`config.mk`:
```
export PLATFORM = sky130hd
export DESIGN_NAME = mem_stage
export DESIGN_NICKNAME = d
export VERILOG_FILES = /design/src/rtl/mips_pkg.sv /design/src/rtl/mem_lane_align.sv /design/src/rtl/mem_stage.sv
export SDC_FILE = /design/constraint.sdc
export NUM_CORES = 1
export LEC_CHECK = 0
export ABC_AREA = 1
export BUFFER_PORTS_ARGS = -buffer_cell sky130_fd_sc_hd__buf_2
export CORE_UTILIZATION = 45
export CTS_CLUSTER_DIAMETER = 120
export CTS_CLUSTER_SIZE = 24
export DETAILED_ROUTE_END_ITERATION = 10
export GPL_ROUTABILITY_DRIVEN = 1
export PLACE_DENSITY = 0.76
export SLEW_MARGIN = 20
export SYNTH_ARGS = -nofsm -noshare
export SYNTH_HDL_FRONTEND = slang
export SYNTH_SLANG_ARGS = --single-unit
export TNS_END_PERCENT = 1
```
`constraint.sdc`:
```
create_clock -name clk -period 3.95 [get_ports clk]
set_input_delay 0.395 -clock clk [delete_from_list [all_inputs] [get_ports clk]]
set_output_delay 0.395 -clock clk [all_outputs]
set_load 0.005 [all_outputs]
```
`src/rtl/mips_pkg.sv`:
```
// Shared types and constants for the MIPS pipeline memory stage.
package mips_pkg;

  typedef enum logic [1:0] {
    IDLE   = 2'b00,
    ACCESS = 2'b01,
    HALT   = 2'b10
  } mem_state_t;

  localparam logic [1:0] REG_SRC_ALU = 2'b00;
  localparam logic [1:0] REG_SRC_MEM = 2'b01;
  localparam logic [1:0] REG_SRC_PC4 = 2'b10;

endpackage

```
`src/rtl/mem_lane_align.sv`:
```
// Byte-lane steering between the 32-bit data bus and byte/word accesses:
// byte-enable generation, store-data replication and load byte extraction.
module mem_lane_align
  import mips_pkg::*;
(
  input  logic [1:0]  addr_lo,
  input  logic        is_word,
  input  logic [31:0] store_data,
  input  logic [31:0] load_rdata,
  output logic [3:0]  be,
  output logic [31:0] wdata,
  output logic [31:0] load_data
);

  logic [7:0] load_byte_s;

  // Pick the little-endian lane addressed by the low address bits.
  always_comb begin
    load_byte_s = 8'h00;
    case (addr_lo)
      2'd0:    load_byte_s = load_rdata[7:0];
      2'd1:    load_byte_s = load_rdata[15:8];
      2'd2:    load_byte_s = load_rdata[23:16];
      2'd3:    load_byte_s = load_rdata[31:24];
      default: load_byte_s = 8'h00;
    endcase
  end

  // Word accesses use the whole bus; byte accesses enable one lane,
  // replicate the store byte everywhere and sign-extend the loaded byte.
  always_comb begin
    be        = 4'b0000;
    wdata     = 32'h0000_0000;
    load_data = 32'h0000_0000;
    if (is_word) begin
      be        = 4'b1111;
      wdata     = store_data;
      load_data = load_rdata;
    end else begin
      be        = 4'b0001 << addr_lo;
      wdata     = {4{store_data[7:0]}};
      load_data = {{24{load_byte_s[7]}}, load_byte_s};
    end
  end

endmodule

```
`src/rtl/mem_stage.sv`:
```
// Memory stage: accepts one instruction from EX, runs loads/stores over a
// req/ack handshake, stalls upstream while busy and registers the write-back.
module mem_stage
  import mips_pkg::*;
#(
  parameter int DATA_W = 32
) (
  input  logic              clk,
  input  logic              rst,
  input  logic              ex_valid,
  input  logic [DATA_W-1:0] ex_alu_result,
  input  logic [DATA_W-1:0] ex_rt_data,
  input  logic [DATA_W-1:0] ex_pc4,
  input  logic [4:0]        ex_rd_num,
  input  logic              ex_register_write,
  input  logic [1:0]        ex_register_src,
  input  logic              ex_we_memory,
  input  logic              ex_is_word,
  input  logic              ex_halted,
  output logic              stall,
  output logic              mem_req,
  output logic              mem_we,
  output logic [DATA_W-1:0] mem_addr,
  output logic [DATA_W-1:0] mem_wdata,
  output logic [3:0]        mem_be,
  input  logic              mem_ack,
  input  logic [DATA_W-1:0] mem_rdata,
  output logic              wb_valid,
  output logic              wb_register_write,
  output logic [4:0]        wb_rd_num,
  output logic [DATA_W-1:0] wb_data,
  output logic              halted
);

  mem_state_t        state_q, state_d;
  logic              stall_q, stall_d;
  logic              mem_req_q, mem_req_d;
  logic              mem_we_q, mem_we_d;
  logic [DATA_W-1:0] mem_addr_q, mem_addr_d;
  logic [DATA_W-1:0] mem_wdata_q, mem_wdata_d;
  logic [3:0]        mem_be_q, mem_be_d;
  logic              wb_valid_q, wb_valid_d;
  logic              wb_rw_q, wb_rw_d;
  logic [4:0]        wb_rd_q, wb_rd_d;
  logic [DATA_W-1:0] wb_data_q, wb_data_d;
  logic              halted_q, halted_d;
  // Fields of the outstanding memory op needed when the ack arrives.
  logic [4:0]        cap_rd_q, cap_rd_d;
  logic              cap_rw_q, cap_rw_d;
  logic              cap_we_q, cap_we_d;
  logic              cap_is_word_q, cap_is_word_d;
  logic [1:0]        cap_addr_lo_q, cap_addr_lo_d;

  logic              is_mem_s;
  logic [1:0]        align_addr_lo_s;
  logic              align_is_word_s;
  logic [3:0]        be_s;
  logic [31:0]       wdata_s;
  logic [31:0]       load_data_s;
  logic [DATA_W-1:0] nonmem_data_s;

  // In IDLE the aligner sees the incoming op (store side); in ACCESS it sees
  // the captured op so the returning read data is extracted correctly.
  always_comb begin
    if (state_q == ACCESS) begin
      align_addr_lo_s = cap_addr_lo_q;
      align_is_word_s = cap_is_word_q;
    end else begin
      align_addr_lo_s = ex_alu_result[1:0];
      align_is_word_s = ex_is_word;
    end
  end

  mem_lane_align u_align (
    .addr_lo    (align_addr_lo_s),
    .is_word    (align_is_word_s),
    .store_data (ex_rt_data),
    .load_rdata (mem_rdata),
    .be         (be_s),
    .wdata      (wdata_s),
    .load_data  (load_data_s)
  );

  // Classify the incoming op and select its non-memory result.
  always_comb begin
    is_mem_s = ex_we_memory | (ex_register_src == REG_SRC_MEM);
    if (ex_register_src == REG_SRC_PC4) begin
      nonmem_data_s = ex_pc4;
    end else begin
      nonmem_data_s = ex_alu_result;
    end
  end

  // Next-state logic: accept in IDLE, wait for ack in ACCESS, park in HALT.
  always_comb begin
    state_d       = state_q;
    mem_req_d     = mem_req_q;
    mem_we_d      = mem_we_q;
    mem_addr_d    = mem_addr_q;
    mem_wdata_d   = mem_wdata_q;
    mem_be_d      = mem_be_q;
    wb_valid_d    = 1'b0;
    wb_rw_d       = wb_rw_q;
    wb_rd_d       = wb_rd_q;
    wb_data_d     = wb_data_q;
    halted_d      = halted_q;
    cap_rd_d      = cap_rd_q;
    cap_rw_d      = cap_rw_q;
    cap_we_d      = cap_we_q;
    cap_is_word_d = cap_is_word_q;
    cap_addr_lo_d = cap_addr_lo_q;
    case (state_q)
      IDLE: begin
        if (ex_valid) begin
          if (ex_halted) begin
            wb_valid_d = 1'b1;
            wb_rw_d    = 1'b0;
            wb_rd_d    = ex_rd_num;
            wb_data_d  = nonmem_data_s;
            halted_d   = 1'b1;
            state_d    = HALT;
          end else if (is_mem_s) begin
            cap_rd_d      = ex_rd_num;
            cap_rw_d      = ex_register_write;
            cap_we_d      = ex_we_memory;
            cap_is_word_d = ex_is_word;
            cap_addr_lo_d = ex_alu_result[1:0];
            mem_req_d     = 1'b1;
            mem_we_d      = ex_we_memory;
            mem_addr_d    = {ex_alu_result[DATA_W-1:2], 2'b00};
            mem_wdata_d   = wdata_s;
            mem_be_d      = be_s;
            state_d       = ACCESS;
          end else begin
            wb_valid_d = 1'b1;
            wb_rw_d    = ex_register_write;
            wb_rd_d    = ex_rd_num;
            wb_data_d  = nonmem_data_s;
          end
        end else begin
          state_d = IDLE;
        end
      end
      ACCESS: begin
        if (mem_ack) begin
          mem_req_d  = 1'b0;
          mem_we_d   = 1'b0;
          wb_valid_d = 1'b1;
          wb_rd_d    = cap_rd_q;
          state_d    = IDLE;
          if (cap_we_q) begin
            wb_rw_d = 1'b0;
          end else begin
            wb_rw_d   = cap_rw_q;
            wb_data_d = load_data_s;
          end
        end else begin
          state_d = ACCESS;
        end
      end
      HALT: begin
        state_d = HALT;
      end
      default: begin
        state_d = IDLE;
      end
    endcase
    stall_d = (state_d != IDLE);
  end

  // State, capture and output registers.
  always_ff @(posedge clk or posedge rst) begin
    if (rst) begin
      state_q       <= IDLE;
      stall_q       <= 1'b0;
      mem_req_q     <= 1'b0;
      mem_we_q      <= 1'b0;
      mem_addr_q    <= '0;
      mem_wdata_q   <= '0;
      mem_be_q      <= 4'b0000;
      wb_valid_q    <= 1'b0;
      wb_rw_q       <= 1'b0;
      wb_rd_q       <= 5'd0;
      wb_data_q     <= '0;
      halted_q      <= 1'b0;
      cap_rd_q      <= 5'd0;
      cap_rw_q      <= 1'b0;
      cap_we_q      <= 1'b0;
      cap_is_word_q <= 1'b0;
      cap_addr_lo_q <= 2'b00;
    end else begin
      state_q       <= state_d;
      stall_q       <= stall_d;
      mem_req_q     <= mem_req_d;
      mem_we_q      <= mem_we_d;
      mem_addr_q    <= mem_addr_d;
      mem_wdata_q   <= mem_wdata_d;
      mem_be_q      <= mem_be_d;
      wb_valid_q    <= wb_valid_d;
      wb_rw_q       <= wb_rw_d;
      wb_rd_q       <= wb_rd_d;
      wb_data_q     <= wb_data_d;
      halted_q      <= halted_d;
      cap_rd_q      <= cap_rd_d;
      cap_rw_q      <= cap_rw_d;
      cap_we_q      <= cap_we_d;
      cap_is_word_q <= cap_is_word_d;
      cap_addr_lo_q <= cap_addr_lo_d;
    end
  end

  assign stall             = stall_q;
  assign mem_req           = mem_req_q;
  assign mem_we            = mem_we_q;
  assign mem_addr          = mem_addr_q;
  assign mem_wdata         = mem_wdata_q;
  assign mem_be            = mem_be_q;
  assign wb_valid          = wb_valid_q;
  assign wb_register_write = wb_rw_q;
  assign wb_rd_num         = wb_rd_q;
  assign wb_data           = wb_data_q;
  assign halted            = halted_q;

endmodule

```
==> impl_metrics.ini, run 1 <==
[synth]
synth_enable_flop_cells = 0
synth-seq-area-share = 0.493
synth_most_common_cell = nand2_1
synth_area_leaders = dfrtp_1, nand2_1, a21oi_1, o21ai_0, inv_1
synth_commonest_cells = nand2_1, dfrtp_1, a21oi_1
synthFlopType = dfrtp_1
async_flop_share = 1.00
netlist_instances = 823
yosys.area.top_type = dfrtp_1
syn_area_per_cell_sq_um = 7.46
yosys_warnings = 0
ys_types = 26
yosys.area.top_type_share = 0.493
synth_area_sq_um = 6140
yosys_register_bits = 121

[timing]
fin_crit_sh = 0.641
setup_viol = 0
fin_setup_tns_ns = 0
fin_crit_ns = 2.53
hold_viol = 0
worst_pin_slew_ns = 0.968
rsz0062_at_grt = false
slew_headroom = 0.352
worst_slack_ns = 1.42
fin_skew_ns = 0.00904
maxSlewViolCount = 0
holdWs_ns = 0.134
fmax_ghz = 0.395

[pwr]
max-vdd-ir-drop_mv = 0.318
p_leak_nw = 4.43
p_per_area_nw_per_um2 = 690

[cts]
htree_levels = 4
postCtsSetupRepairBufs = 0
insertion_delay_ns = 0.42
hold_buffers = 0
cts_made_buffers = 17
cts_resized = 0
cts_tree = yes
cts_root_buffer = clkbuf_16
cts_buffer_depth = 2
path_clk_slew_ns = 0.05
clock-sinks = 121

[worst_setup_path]
cp.arrival_ns = 2.88
r2r_start = state_q[0]
r2r_slack_ns = 1.42
regToRegEndpoint = wb_data[7]
critPathLaunchType = register
startpoint = state_q[0]
r2r_cells = 8
critPathRequiredTime_ns = 4.30
path_class = register to register
worstSetupEndpointType = register
cp_max_fo = 64
crit_end = wb_data[7]

[routing]
dr.pass1.iters = 5
first_iter_violations = 411
drc = 0
avgViaCountPerCell = 4.91
routedWlPerCell_microns = 14.2
vias = 6092
wl_microns = 17600
ant_nets = 0

[finish]
multiInputGateArea_sq_um = 2560
area_growth_pct = 30.3
ff_latch_area_sq_um = 3030
postLayoutCellArea_sq_um = 8010
drive_gt1_frac = 0.305
nFillCells = 1248
nets = 1194
n_antenna_cell = 0

[global_route]
antenna_found_initial = 1
grt_overflow = 0
grt_pass1_wl_microns = 28300
grt.total_usage = 0.259
grt_pass1_vias = 5723
grt_max_degree = 65

[placed_design]
place_ws_ns = 1.48
gp_congestion = 0.829
dpl-instance-area_sq_um = 7400
port_buffers = 251
dp_hpwl_microns = 12700

[run_status]
outcome = complete, no violations

[floorplan]
die_h_microns = 119
num_io_pins = 254
die_x_microns = 119
die_area_sq_um = 14100
start_util = 0.462
rows = 42
core_sq_um = 13300

[job]
cap_violations = 0

[worst_hold_path]
hold_path.class = input pin to async pin
[worst min path at each step]
stage / endpoint / start / depth (start not counted)
2_1_floorplan: cap_rd_q[0] / cap_rd_q[0] / 2
3_3_place_gp: halted / halted / 2
3_5_place_dp: wb_data[28] / wb_data[28] / 2
4_1_cts: wb_rd_num[2] / rst / 2
5_1_grt: mem_wdata[24] / rst / 2
6_report: wb_rd_num[2] / rst / 2
[cell type report]
| type | instances | area share |
|---|---|---|
| multi-input cells | 575 | 0.319 |
| clock buffers | 20 | 0.0570 |
| inverters | 80 | 0.0378 |
| repair buffers | 256 | 0.162 |
| well taps | 176 | 0.0275 |
| flip-flops and latches | 121 | 0.378 |
| clock inverters | 12 | 0.0186 |
[state kept, by name, summed over array words and instances, names as in the netlist, 2 cells and up]
register	cells
cap_addr_lo_q	2
wb_data	32
mem_wdata	32
cap_rd_q	5
mem_be	4
mem_addr	30
state_q	2
wb_rd_num	5
[report_power, final]
group | internal (mW) | leakage [nW] | total [mW] | switching, mW
combinational | 0.781 | 2.70 | 1.77 | 0.991
sequential | 1.83 | 1.44 | 2.17 | 0.348
clock | 1.02 | 0.288 | 1.58 | 0.560
total | 3.63 | 4.43 | 5.52 | 1.90
[logic make-up (layout without fill, tap and decap cells)]
logic type      Yosys count  after routing  synth area share
simple gates            396            396             0.255
buf+inv                 128            368            0.0919
compound gates          177            177             0.159
other cells               1              2          0.000610
flops                   121            121             0.493
[through the flow]
stage	util	std cells	power [mW]
3_5_place_dp	0.557	1208	3.96
4_1_cts	0.602	1240	5.56
3_3_place_gp	0.557	1208	3.90
6_report	0.602	1240	5.52
2_1_floorplan	-	824	3.14
5_1_grt	0.602	1240	5.92
[worst max-delay path, stage by stage, from the launching register on]
cell and delay [ns]:
dfrtp_1 0.57, nand2_4 0.36, o21ai_2 0.30, inv_2 0.10
nor2_8 0.22, nand2_4 0.41, a21oi_1 0.30, nand2_1 0.08
nand2_1 0.05
[cell usage in the layout (no fill, tap or decap), drive strengths merged, types with 2 or more instances in the layout]
cell      instances
a31oi             7
bufinv            3
buf             256
a21oi           106
nor2             62
clkinv            6
inv              79
clkinvlp          4
nand2           312
nand3            20
dfrtp           121
conb              2
o21ai            62
clkbuf           20
a211oi            2
[metal layers]
layer  routed length [microns]  part of all wire  track usage  vias to the layer above
met3                      1150             0.065       0.0584                       20
met4                       293             0.017       0.0910                        0
met1                      7580              0.43        0.328                     2792
li1                          -                 -            -                     3035
met5                         0                 0            0                        -
met2                      8620              0.49        0.436                      245
Power figures use the tool's default switching activity.
==> run 2, diff against run 1 <==
--- a/config.mk
+++ b/config.mk
@@ -5,7 +5,7 @@
 export SDC_FILE = /design/constraint.sdc
 export NUM_CORES = 1
 export LEC_CHECK = 0
-export ABC_AREA = 1
+export ABC_AREA = 0
 export BUFFER_PORTS_ARGS = -buffer_cell sky130_fd_sc_hd__buf_2
 export CORE_UTILIZATION = 45
 export CTS_CLUSTER_DIAMETER = 120
==> constraint.sdc (replaced) <==
create_clock -name clk -period 2.5 [get_ports clk]
set_input_delay 0.25 -clock clk [delete_from_list [all_inputs] [get_ports clk]]
set_output_delay 0.25 -clock clk [all_outputs]
set_load 0.005 [all_outputs]
==> run 2 against run 1 <==
- largest power group unchanged
- combinational power up 38%
- via count decreased by 15%
- setup slack got worse by 1.2 ns
- fmax is 12% higher
- first-iteration DRC count rose by 7.3%
- register-to-register slack lost 1.2 ns
- critical endpoint is now wb_data[9]
- critical path type unchanged
==> impl_metrics.ini, run 2 <==
[run_status]
outcome = complete, no violations

[global_route]
grt_pass1_wl_microns = 27700
grt_max_degree = 108
grt.total_usage = 0.261
grt_overflow = 0
grt_pass1_vias = 5209
antenna_found_initial = 0

[cts]
clock-sinks = 121
cts_tree = yes
cts_made_buffers = 17
path_clk_slew_ns = 0.05
insertion_delay_ns = 0.43
cts_resized = 0
cts_buffer_depth = 2
htree_levels = 4
cts_root_buffer = clkbuf_16

[pwr]
clock_power_share = 0.326
p_int_mw = 6.06
total_power_mw = 8.58
p_comb_frac = 0.284
p_switching_mw = 2.52
pwr-share-seq = 0.390
swShare = 0.294
p_per_area_nw_per_um2 = 1050
max-vdd-ir-drop_mv = 0.638
p_leak_nw = 4.18

[worst_setup_path]
r2r_cells = 5
startpoint = state_q[1]
cp_max_fo = 20
critPathRequiredTime_ns = 2.81
critPathSlowestCell = a21boi_4
r2r_start = state_q[1]
worstSetupEndpointType = register
path_class = register to register
cp.arrival_ns = 2.57
critPathLaunchType = register
crit_path_frequent_cell = buf_4
r2r_slack_ns = 0.24
crit_chain = nor3b_1 > buf_4 > a21boi_4 > buf_4 > mux2_2
max_stage_delay_ns = 0.62

[placed_design]
place_ws_ns = 0.171
port_buffers = 251
dpl.cell_count = 950
dp_hpwl_microns = 12900
gp_congestion = 0.854

[synth]
synth_commonest_cells = nand2_1, dfrtp_1, mux2_1
yosys.area.top_type_share = 0.499
yosys_register_bits = 121
synth_area_leaders = dfrtp_1, nand2_1, mux2_1, mux2i_1, mux2_2
synth_area_sq_um = 6070
yosys.area.top_type = dfrtp_1
netlist_instances = 549
synth-seq-area-share = 0.499
syn_area_per_cell_sq_um = 11.1
ys_types = 44
synth_enable_flop_cells = 0
synth_most_common_cell = nand2_1
synthFlopType = dfrtp_1
yosys_warnings = 0
async_flop_share = 1.00

[timing]
holdWs_ns = 0.0449
rsz0062_at_grt = false
fin_skew_ns = 0.0153
fin_crit_ns = 2.26
maxSlewViolCount = 0
worst_slack_ns = 0.240
setup_viol = 0
fin_crit_sh = 0.904
fin_setup_tns_ns = 0
slew_headroom = 0.488
fmax_ghz = 0.442
worst_pin_slew_ns = 0.767
hold_viol = 0

[routing]
ant_nets = 0
dr.pass1.iters = 5
drc = 0
routedWlPerCell_microns = 17.9
wl_microns = 17600
vias = 5197
first_iter_violations = 441
avgViaCountPerCell = 5.29

[finish]
area_growth_pct = 34.3
n_antenna_cell = 0
nets = 937
drive_gt1_frac = 0.444
final_common_cell = buf_2
final_cell_count_no_fill = 983
final_cell_mix = buf_2, nand2_1, dfrtp_1, mux2_1, mux2i_1

[worst_hold_path]
hold_path_depth = 2
hp-start = ex_alu_result[2]
hold_path.class = input pin to register

[floorplan]
die_area_sq_um = 14000
core_sq_um = 13200
rows = 42
num_io_pins = 254
die_h_microns = 118
start_util = 0.460
die_x_microns = 118

[job]
cap_violations = 0
run 2: changes by cell type after synthesis, moves of 25 or more:
cell | previous run | this run
mux2i_1 | 0 | 32
mux2_2 | 0 | 28
nor2_1 | 60 | 1
inv_1 | 75 | 16
nand2_1 | 305 | 123
o21ai_0 | 59 | 1
mux2_1 | 0 | 33
a32oi_1 | 0 | 25
o21ai_1 | 2 | 31
a21oi_1 | 86 | 3
run 2: final timing paths:
kind                                     end
worst min register to register        halted
max in group asynchronous        mem_addr[3]
worst max-delay path              wb_data[9]
min in group asynchronous       mem_addr[20]
worst min-delay path             mem_addr[2]
worst max register to register    wb_data[9]
run 2: cell families after synthesis:
logic type	count (synthesis)	share of synthesized area
simple gates	149	0.102
other cells	1	0.000618
flops	121	0.499
buf+inv	60	0.0505
compound gates	102	0.123
mux	116	0.225
run 2: critical path: cells and delay by family, from the launching register on:
kind / cells / cell delay, ns
compound gates: 1 / 0.62
buf+inv: 2 / 0.57
flops: 1 / 0.48
mux: 1 / 0.36
simple gates: 1 / 0.11
run 2: layout make-up:
cell class                 count  area [sq um]
sequential                   121          3030
fill                        1096          5030
inverter                      16          63.8
timing repair buffer         269          1430
tap                          176           220
clock buffer                  19           443
clock inverter                13           224
multi-input combinational    369          2750
run 2: power groups by stage:
stage                     clock network (mW)  logic (mW)  registers (mW)
after floorplan                            0        1.19            3.34
after global placement                     0        2.39            3.33
after detailed placement                   0        2.46            3.36
after CTS                               2.83        2.46            3.35
after global routing                    2.91        2.66            3.46
final                                   2.80        2.44            3.35
run 2: per-layer routing:
metal,vias up,GRT usage,share of wire
li1,2444,-,-
met1,2499,0.343,0.43
met2,217,0.407,0.48
met3,37,0.0695,0.067
met4,0,0.112,0.028
met5,-,0,0
run 2: metrics by stage:
step	utilization	cell area (sq um)
final	0.618	8160
after global routing	0.618	8160
after CTS	0.618	8160
after detailed placement	0.567	7480
after global placement	0.567	7480
after floorplan	-	6080
run 2: repair_timing:
item / 4_1_cts / 5_1_grt
endpoints found under the hold margin: 7 / 0
hold buffers: 1 / 0
setup buffers: 0 / 0
